`config.mk`:
```
export PLATFORM = sky130hd
export DESIGN_NAME = note_lane_renderer_flat
export DESIGN_NICKNAME = d
export VERILOG_FILES = /design/src/rtl/tatsujin_pkg.sv /design/src/rtl/note_lane_renderer_if.sv /design/src/rtl/note_lane_renderer_sync_edge_pulse.sv /design/src/rtl/note_lane_renderer.sv /design/src/flat_wrapper.sv
export SDC_FILE = /design/constraint.sdc
export NUM_CORES = 1
export LEC_CHECK = 0
export ABC_AREA = 1
export BUFFER_PORTS_ARGS = -buffer_cell sky130_fd_sc_hd__buf_4
export CORE_UTILIZATION = 40
export CTS_BUF_LIST = sky130_fd_sc_hd__clkbuf_4
export CTS_CLUSTER_SIZE = 16
export DETAILED_ROUTE_END_ITERATION = 12
export PLACE_DENSITY = 0.72
export SKIP_CTS_REPAIR_TIMING = 1
export SLEW_MARGIN = 20
export SYNTH_ARGS = -nofsm -noshare
export SYNTH_HDL_FRONTEND = slang
export SYNTH_SLANG_ARGS = --single-unit
export TNS_END_PERCENT = 30
```
`constraint.sdc`:
```
create_clock -name clk -period 2.6 [get_ports clk]
set_input_delay 0.52 -clock clk [delete_from_list [all_inputs] [get_ports clk]]
set_output_delay 0.52 -clock clk [all_outputs]
set_load 0.005 [all_outputs]
```
`src/rtl/tatsujin_pkg.sv`:
```
// Shared types and constants for the tatsujin note-lane display path.
package tatsujin_pkg;

    localparam int unsigned NUM_SLOTS   = 10;
    localparam int unsigned SQUARE_SIZE = 4;

    localparam logic [2:0] COLOUR_BG   = 3'b000;
    localparam logic [2:0] COLOUR_NOTE = 3'b100;
    localparam logic [2:0] COLOUR_HIT  = 3'b010;

    typedef enum logic [1:0] {
        IDLE  = 2'd0,
        LATCH = 2'd1,
        DRAW  = 2'd2,
        DONE  = 2'd3
    } render_state_t;

    // Pick the fill colour of one slot square.
    function automatic logic [2:0] slot_colour(
        input logic       present,
        input logic       judged,
        input logic [2:0] note_c,
        input logic [2:0] hit_c,
        input logic [2:0] bg_c
    );
        if (!present)
            return bg_c;
        return judged ? hit_c : note_c;
    endfunction

endpackage

```
`src/rtl/note_lane_renderer_if.sv`:
```
// Pixel-write bus from the note lane renderer towards the VGA adapter.
interface note_lane_renderer_if;

    logic [7:0] x;
    logic [6:0] y;
    logic [2:0] colour;
    logic       plot;
    logic       busy;
    logic       frame_done;

    modport master (
        output x, y, colour, plot, busy, frame_done
    );

    modport slave (
        input x, y, colour, plot, busy, frame_done
    );

endinterface

```
`src/rtl/note_lane_renderer_sync_edge_pulse.sv`:
```
// Two-flop synchroniser followed by a registered rising-edge one-shot.
// A rise on async_in gives a one-cycle pulse three clk edges later.
module sync_edge_pulse (
    input  logic clk,
    input  logic rst,
    input  logic async_in,
    output logic pulse
);

    logic meta;
    logic sync;
    logic sync_d;

    // Synchronise the input and register a one-cycle pulse on its rising edge.
    always_ff @(posedge clk or posedge rst) begin
        if (rst) begin
            meta   <= 1'b0;
            sync   <= 1'b0;
            sync_d <= 1'b0;
            pulse  <= 1'b0;
        end else begin
            meta   <= async_in;
            sync   <= meta;
            sync_d <= sync;
            pulse  <= sync & ~sync_d;
        end
    end

endmodule

```
`src/rtl/note_lane_renderer.sv`:
```
// Draws the 10-slot note window as ten 4x4 squares on the 160x120 framebuffer,
// one pixel per clk, restarting on each scroll-clock rising edge.
module note_lane_renderer
    import tatsujin_pkg::*;
#(
    parameter int unsigned X_ORIGIN    = 8,
    parameter int unsigned SLOT_PITCH  = 8,
    parameter int unsigned ROW         = 53,
    parameter logic [2:0]  NOTE_COLOUR = COLOUR_NOTE,
    parameter logic [2:0]  HIT_COLOUR  = COLOUR_HIT,
    parameter logic [2:0]  BG_COLOUR   = COLOUR_BG
) (
    input  logic                 clk,
    input  logic                 reset,
    input  logic [9:0]           notes,
    input  logic                 scroll_clk,
    note_lane_renderer_if.master pix
);

    localparam logic [3:0] LAST_SLOT = 4'(NUM_SLOTS - 1);
    localparam logic [1:0] LAST_SUB  = 2'(SQUARE_SIZE - 1);

    render_state_t state_q, state_n;

    logic       tick;
    logic       pending_q;
    logic [9:0] snap_q;
    logic [3:0] slot_q;
    logic [1:0] col_q;
    logic [1:0] r_q;
    logic       last_pix;

    logic [7:0] pix_x_c;
    logic [6:0] pix_y_c;
    logic [2:0] pix_colour_c;

    logic [7:0] x_q;
    logic [6:0] y_q;
    logic [2:0] colour_q;
    logic       plot_q;
    logic       busy_q;
    logic       frame_done_q;

    sync_edge_pulse u_scroll_sync (
        .clk      (clk),
        .rst      (reset),
        .async_in (scroll_clk),
        .pulse    (tick)
    );

    assign last_pix = (slot_q == LAST_SLOT) && (r_q == LAST_SUB) && (col_q == LAST_SUB);

    // Address and colour of the pixel selected by the sweep counters.
    always_comb begin
        pix_x_c      = 8'(X_ORIGIN) + 8'(slot_q * SLOT_PITCH) + {6'b0, col_q};
        pix_y_c      = 7'(ROW) + {5'b0, r_q};
        pix_colour_c = slot_colour(snap_q[slot_q], slot_q == 4'd0,
                                   NOTE_COLOUR, HIT_COLOUR, BG_COLOUR);
    end

    // State register.
    always_ff @(posedge clk or posedge reset) begin
        if (reset)
            state_q <= IDLE;
        else
            state_q <= state_n;
    end

    // Next-state logic; a tick arriving in DONE starts the next sweep directly.
    always_comb begin
        state_n = state_q;
        unique case (state_q)
            IDLE:  if (tick) state_n = LATCH;
            LATCH: state_n = DRAW;
            DRAW:  if (last_pix) state_n = DONE;
            DONE:  state_n = (pending_q || tick) ? LATCH : IDLE;
            default: state_n = IDLE;
        endcase
    end

    // One-deep request memory for ticks that arrive while a sweep is running.
    always_ff @(posedge clk or posedge reset) begin
        if (reset)
            pending_q <= 1'b0;
        else if (state_q == DONE)
            pending_q <= 1'b0;
        else if (tick && state_q != IDLE)
            pending_q <= 1'b1;
    end

    // Snapshot capture and sweep counters: col fastest, then row, then slot.
    always_ff @(posedge clk or posedge reset) begin
        if (reset) begin
            snap_q <= '0;
            slot_q <= '0;
            col_q  <= '0;
            r_q    <= '0;
        end else if (state_q == LATCH) begin
            snap_q <= notes;
            slot_q <= '0;
            col_q  <= '0;
            r_q    <= '0;
        end else if (state_q == DRAW) begin
            col_q <= col_q + 2'd1;
            if (col_q == LAST_SUB) begin
                r_q <= r_q + 2'd1;
                if (r_q == LAST_SUB)
                    slot_q <= last_pix ? 4'd0 : slot_q + 4'd1;
            end
        end
    end

    // Registered pixel outputs. They trail the DRAW state by one clk, so busy is
    // raised on entry to LATCH and dropped on leaving DONE to cover the whole
    // frame including the trailing pixel; frame_done follows the last pixel.
    always_ff @(posedge clk or posedge reset) begin
        if (reset) begin
            x_q          <= '0;
            y_q          <= '0;
            colour_q     <= BG_COLOUR;
            plot_q       <= 1'b0;
            busy_q       <= 1'b0;
            frame_done_q <= 1'b0;
        end else begin
            plot_q       <= (state_q == DRAW);
            frame_done_q <= (state_q == DONE);
            busy_q       <= (state_n != IDLE);
            if (state_q == DRAW) begin
                x_q      <= pix_x_c;
                y_q      <= pix_y_c;
                colour_q <= pix_colour_c;
            end
        end
    end

    assign pix.x          = x_q;
    assign pix.y          = y_q;
    assign pix.colour     = colour_q;
    assign pix.plot       = plot_q;
    assign pix.busy       = busy_q;
    assign pix.frame_done = frame_done_q;

endmodule

```
`src/flat_wrapper.sv`:
```
// flat-port wrapper written by rule: the top's interface ports become plain ports
module note_lane_renderer_flat import tatsujin_pkg::*;
#(
    parameter int unsigned X_ORIGIN    = 8,
    parameter int unsigned SLOT_PITCH  = 8,
    parameter int unsigned ROW         = 53,
    parameter logic [2:0]  NOTE_COLOUR = COLOUR_NOTE,
    parameter logic [2:0]  HIT_COLOUR  = COLOUR_HIT,
    parameter logic [2:0]  BG_COLOUR   = COLOUR_BG
)
  (clk, reset, notes, scroll_clk, pix_x, pix_y, pix_colour, pix_plot, pix_busy, pix_frame_done);
  note_lane_renderer_if pix_i ();
  input  logic clk;
  input  logic reset;
  input  logic [9:0] notes;
  input  logic scroll_clk;
  output wire logic [$bits(pix_i.x)-1:0] pix_x;
  output wire logic [$bits(pix_i.y)-1:0] pix_y;
  output wire logic [$bits(pix_i.colour)-1:0] pix_colour;
  output wire logic [$bits(pix_i.plot)-1:0] pix_plot;
  output wire logic [$bits(pix_i.busy)-1:0] pix_busy;
  output wire logic [$bits(pix_i.frame_done)-1:0] pix_frame_done;
  assign pix_x = pix_i.x;
  assign pix_y = pix_i.y;
  assign pix_colour = pix_i.colour;
  assign pix_plot = pix_i.plot;
  assign pix_busy = pix_i.busy;
  assign pix_frame_done = pix_i.frame_done;
  note_lane_renderer #(.X_ORIGIN(X_ORIGIN), .SLOT_PITCH(SLOT_PITCH), .ROW(ROW), .NOTE_COLOUR(NOTE_COLOUR), .HIT_COLOUR(HIT_COLOUR), .BG_COLOUR(BG_COLOUR)) u_core (.clk(clk), .reset(reset), .notes(notes), .scroll_clk(scroll_clk), .pix(pix_i));
endmodule
```
After elaboration in Yosys (flattened, before gate mapping)
Index checks and enable logic that the tools add are counted.
Storage, ports and cells
  register bits: 46
  input bits: 13
  output and inout bits: 21
  logic and storage cells: 65
Operators by class
  add/sub/neg operators: 6
  order comparisons: 1
  eq/ne operators: 6
  muxes and demuxes: 20
  bitwise logic cells: 2
  reductions and logical operators: 14
Operators with widths (count)
  4-bit two-way mux: 5
  2-bit two-way mux: 7
  2-bit nonzero test: 6
  4-bit by 7-bit adder with 8-bit output, first input constant: 1
  8-bit by 2-bit adder with 8-bit output: 1
  2-bit == test, second input constant: 4
  2-bit one-hot mux with 4 select lines: 1
  6-bit by 2-bit adder with 7-bit output, first input constant: 1
  3-bit two-way mux: 2
  4-bit by 5-bit less-than comparator with 1-bit output, second input constant: 1
  2-bit by 1-bit adder with 2-bit output, second input constant: 2
  4-bit by 1-bit adder with 4-bit output, second input constant: 1
  1-bit binary-select mux with 4-bit select: 1
  4-bit == test, second input constant: 1
  4-bit logical NOT: 1
  1-bit two-way mux: 4
  1-bit logical AND: 3
  3-bit AND reduction: 1
  2-bit by 1-bit == test with 1-bit output, second input constant: 1
  2-bit logical NOT: 1
  2-bit AND reduction: 1
  1-bit bitwise AND: 1
  1-bit logical OR: 1
  1-bit inverter: 1

Longest topological paths before layout
  depth in word-level cells: 8
  gate-level depth with buffers: 9
  gate-level depth less buffers: 8

Cells and area by module
Synthesis repeated with hierarchy kept, for this count alone.
Unflattened totals
  cells, all modules: 205
  area, all modules: 1864.3 µm²
By module, submodules not included
  note_lane_renderer: times used 1, cells each 198, area an instance 1750.4 µm², seq. area each 950.9 µm²
  sync_edge_pulse: times used 1, cells each 7, area an instance 113.9 µm², seq. area each 100.1 µm²

Worst setup path before layout
No wires, ideal clock.
  path kind: register -> register
  start: register u_core.state_q[0]
  end: register u_core.slot_q[3]
  library setup time: 0.082 ns
  arrival: 1.209 ns
  required time: 2.518 ns
  setup slack: 1.309 ns
  cell stages (with the launch flop): 7
  path buffers: 0
  clock period less this slack: 1.291 ns
  cells stage by stage: dfrtp_1 -> inv_1 -> ha_1 -> inv_2 -> nor2_4 -> nand4_2 -> o22ai_1
Between the ends
  cells in the longest elaborated chain, start to end: 3
  elaborated cells between the ends (all ways): 7
  classes of those cells: eq/ne: 2; mux: 1; reduce/logical: 4
RTL lines
  start, declared: RTL line note_lane_renderer.sv:23  | render_state_t state_q, state_n;
  start signal, assigned: RTL line note_lane_renderer.sv:66  | state_q <= state_n;
  2-bit by 1-bit == test with 1-bit output or 2-bit == test (tied branches): RTL line note_lane_renderer.sv:98, note_lane_renderer.sv:103
  2-bit nonzero test (no source line)
  3-bit AND reduction (no source line)
  end signal, assigned: RTL line note_lane_renderer.sv:108  | slot_q <= last_pix ? 4'd0 : slot_q + 4'd1;
  end, declared: RTL line note_lane_renderer.sv:28  | logic [3:0] slot_q;
Parallel ways exist; a longest one is shown, timed or not.
A chain may end at the register's enable or synchronous reset.

Worst setup path in the final report
  start: register u_core.state_q[0]
  end: register u_core.x_q[6], in the netlist u_core.pix.x[6]
Between the ends
  cells in the longest elaborated chain, start to end: 1
RTL lines
  2-bit == test: RTL line note_lane_renderer.sv:128  | if (state_q == DRAW) begin
  end signal, assigned: RTL line note_lane_renderer.sv:129  | x_q <= pix_x_c;
  end, declared: RTL line note_lane_renderer.sv:37  | logic [7:0] x_q;
No other way between the ends.

==> metrics.cfg <==
[synth]
synth_seq_cells=42
synth_seq_area_share_pct=55.9
yosysUniqueCellTypes=28
avgSynthCellArea_um2=9.45
synth.cell_area_um2=1880
postSynthCellCount=199
ys_warn_count=0

[route]
antenna_left=0
wirelength_um=3160
drt-pass1-iter-count=8
viasPerCell=4.62
vias=1307
first_iter_violations=95
wire_per_inst_um=11.2
drc_errors=2

[power]
max-vdd-ir-drop_mv=0.567
p_per_area_nw_per_um2=1050
power.switching_mw=0.814
combPwrFrac_pct=36.4
power_frac_clock_pct=21.4
seq_power_share_pct=42.3
p_int_mw=1.51
switching_share_pct=35.1
total_power_mw=2.32
p_leak_nw=1.15

[clock_network]
clk_pin_slew_worst_paths_ns=0.12
cts_buffers=5
cts_tree=yes
htree_num_levels=2
clock-sinks=42
clk-insertion-delay-late_ns=0.35
clockRootBuffer=clkbuf_4
clockBufferDepth=2

[floorplan]
rows=24
coreArea_um2=4440
die_width_um=70.6
initial_utilization_pct=42.3
die-height_um=70.6
io_pins=34
die-area_um2=4980

[critical_path]
crit_path_max_fanout=21
startpoint=u_core.state_q[0]
cpPeakStageDelay_ns=0.41
rr_startpoint=u_core.state_q[0]
start_kind=flop
cp.arrival_ns=1.75
crit_top_cell=inv_1
end_kind=flop
cp_num_buf_inv=2
cp.required_ns=2.82
slowest_stage=dfrtp_1
crit_chain=inv_1 > ha_1 > inv_1 > o21ai_0
path_class=flop to flop
path_delay_family=buffers and inverters

[timing]
slew_headroom_pct=66.0
slew_viol_final=0
hold_viol_final=0
finalClockSkew_ns=0.0101
rsz0062_at_grt=false
max_freq_mhz=656
timing.setup.tns_ns=0
fin_crit_ns=1.53
fin_crit_sh_pct=58.7
setup_viol=0
max_slew.worst_pin.slew_ns=0.510

[global_routing]
use_met3_pct=4.84
top_usage_layer=met2
grt_pass1_vias=1316
grt_overflow_total=0
antenna_found_initial=0
grt_max_degree=43
grt_usage_pct=14.6
use_met1_pct=17.0
grt_pass1_wl_um=5590
gr-usage-met2_pct=24.1

[worst_hold_path]
min_from=scroll_clk
worstHoldPathType=input pin to flop

[layout]
synthToLayoutAreaGrowth_pct=18.1
fillers=443
final_layout_size_suffix_gt1_share_pct=21.6
diodes=0
fin_nets=252
most-common-layout-cells=56 x nand2_1, 42 x dfrtp_1, 32 x buf_4
final_common_cell=nand2_1

[run_status]
status=finished with violations
violations=design-rule violations

[place]
hpwl_um=2260
gp_congestion=0.826
portBuffers=30

[run]
cap_violations=0

==> final timing paths <==
path / end / slack [ns] / cells after the start
min reg2reg: u_core.u_scroll_sync.sync / 0.36 / 0
max: u_core.pix.x[6] / 1.07 / 4
min in group asynchronous: u_core.u_scroll_sync.sync_d / 0.29 / 3
max reg2reg: u_core.pix.x[6] / 1.07 / 4
min: u_core.u_scroll_sync.meta / 0.27 / 1
max in group asynchronous: u_core.pix.y[1] / 1.96 / 3
==> per-stage QoR <==
step | hold slack, ns | cells | instance area [µm²] | worst slack (ns) | utilization (%)
after floorplan | 0.331 | 201 | 1890 | 1.11 | -
after global placement | 0.335 | 275 | 2120 | 1.13 | 47.7
after detailed placement | 0.340 | 275 | 2120 | 1.06 | 47.7
after CTS | 0.249 | 283 | 2220 | 1.05 | 50.0
after global routing | 0.228 | 283 | 2220 | 0.818 | 50.0
final | 0.275 | 283 | 2220 | 1.07 | 50.0
==> kinds of logic (layout without fill, tap and decap cells) <==
family                   after synthesis  count (layout)  share of synthesized area [%]
multiplexers                           1               1                          0.532
AND/OR/NAND/NOR                       78              78                           18.2
XOR/XNOR                               2               2                          0.932
flip-flops                            42              42                           55.9
buffers and inverters                 36              66                           9.38
other                                  1               3                          0.199
AO/OA/AOI/OAI                         30              30                           8.92
adder cells (fa/ha/maj)                9               9                           5.99
==> routing by layer <==
layer / wire length [µm] / vias to the layer above
met5: 0 / -
met2: 1550 / 21
met1: 1410 / 598
met3: 117 / 8
met4: 75 / 0
li1: - / 680
==> cell type report <==
type / instances / area (µm²) / area share, %
timing repair buffer: 32 / 240 / 10.8
clock buffer: 5 / 37.5 / 1.69
clock inverter: 3 / 63.8 / 2.87
tap: 52 / 65.1 / 2.93
inverter: 26 / 103 / 4.62
sequential: 42 / 1050 / 47.3
multi-input combinational: 123 / 661 / 29.7
==> power by group through the flow <==
stage	sequential (mW)	clock [mW]	combinational, mW
2_1_floorplan	0.973	0	0.624
3_3_place_gp	0.997	0	0.829
3_5_place_dp	0.999	0	0.851
4_1_cts	0.986	0.516	0.858
5_1_grt	1.01	0.549	0.980
6_report	0.982	0.496	0.844
==> cell usage after synthesis <==
cell type,number,area [µm²]
nor2_4,1,11.3
nand3_1,5,25.0
ha_1,9,113
buf_4,7,52.6
a211oi_1,1,7.51
nor2_1,9,33.8
inv_2,2,7.51
a32o_1,1,10.0
buf_6,1,11.3
a21oi_2,1,8.76
o22ai_1,3,18.8
o21ai_0,20,100
o21a_1,1,7.51
or2_2,1,6.26
dfrtp_1,42,1050
buf_2,2,10.0
xor2_1,2,17.5
nand3_2,3,30.0
nand4_2,1,12.5
nand4_1,1,6.26
nand2_2,1,6.26
inv_6,1,8.76
conb_1,1,3.75
nand2_1,56,210
a21oi_1,2,10.0
mux2i_1,1,10.0
inv_1,23,86.3
o21ai_1,1,5.00
==> registers in the layout (all words and copies together) (netlist names) <==
register                     cells
u_core.slot_q                    4
u_core.u_scroll_sync.sync_d      1
u_core.pix.plot                  1
u_core.u_scroll_sync.meta        1
u_core.u_scroll_sync.sync        1
u_core.pix.frame_done            1
u_core.state_q                   2
u_core.pix.x                     7
u_core.pix.colour                2
u_core.col_q                     2
u_core.pix.y                     5
u_core.pending_q                 1
u_core.snap_q                   10
u_core.u_scroll_sync.pulse       1
u_core.r_q                       2
u_core.pix.busy                  1
(Power assumes the default switching activity.)
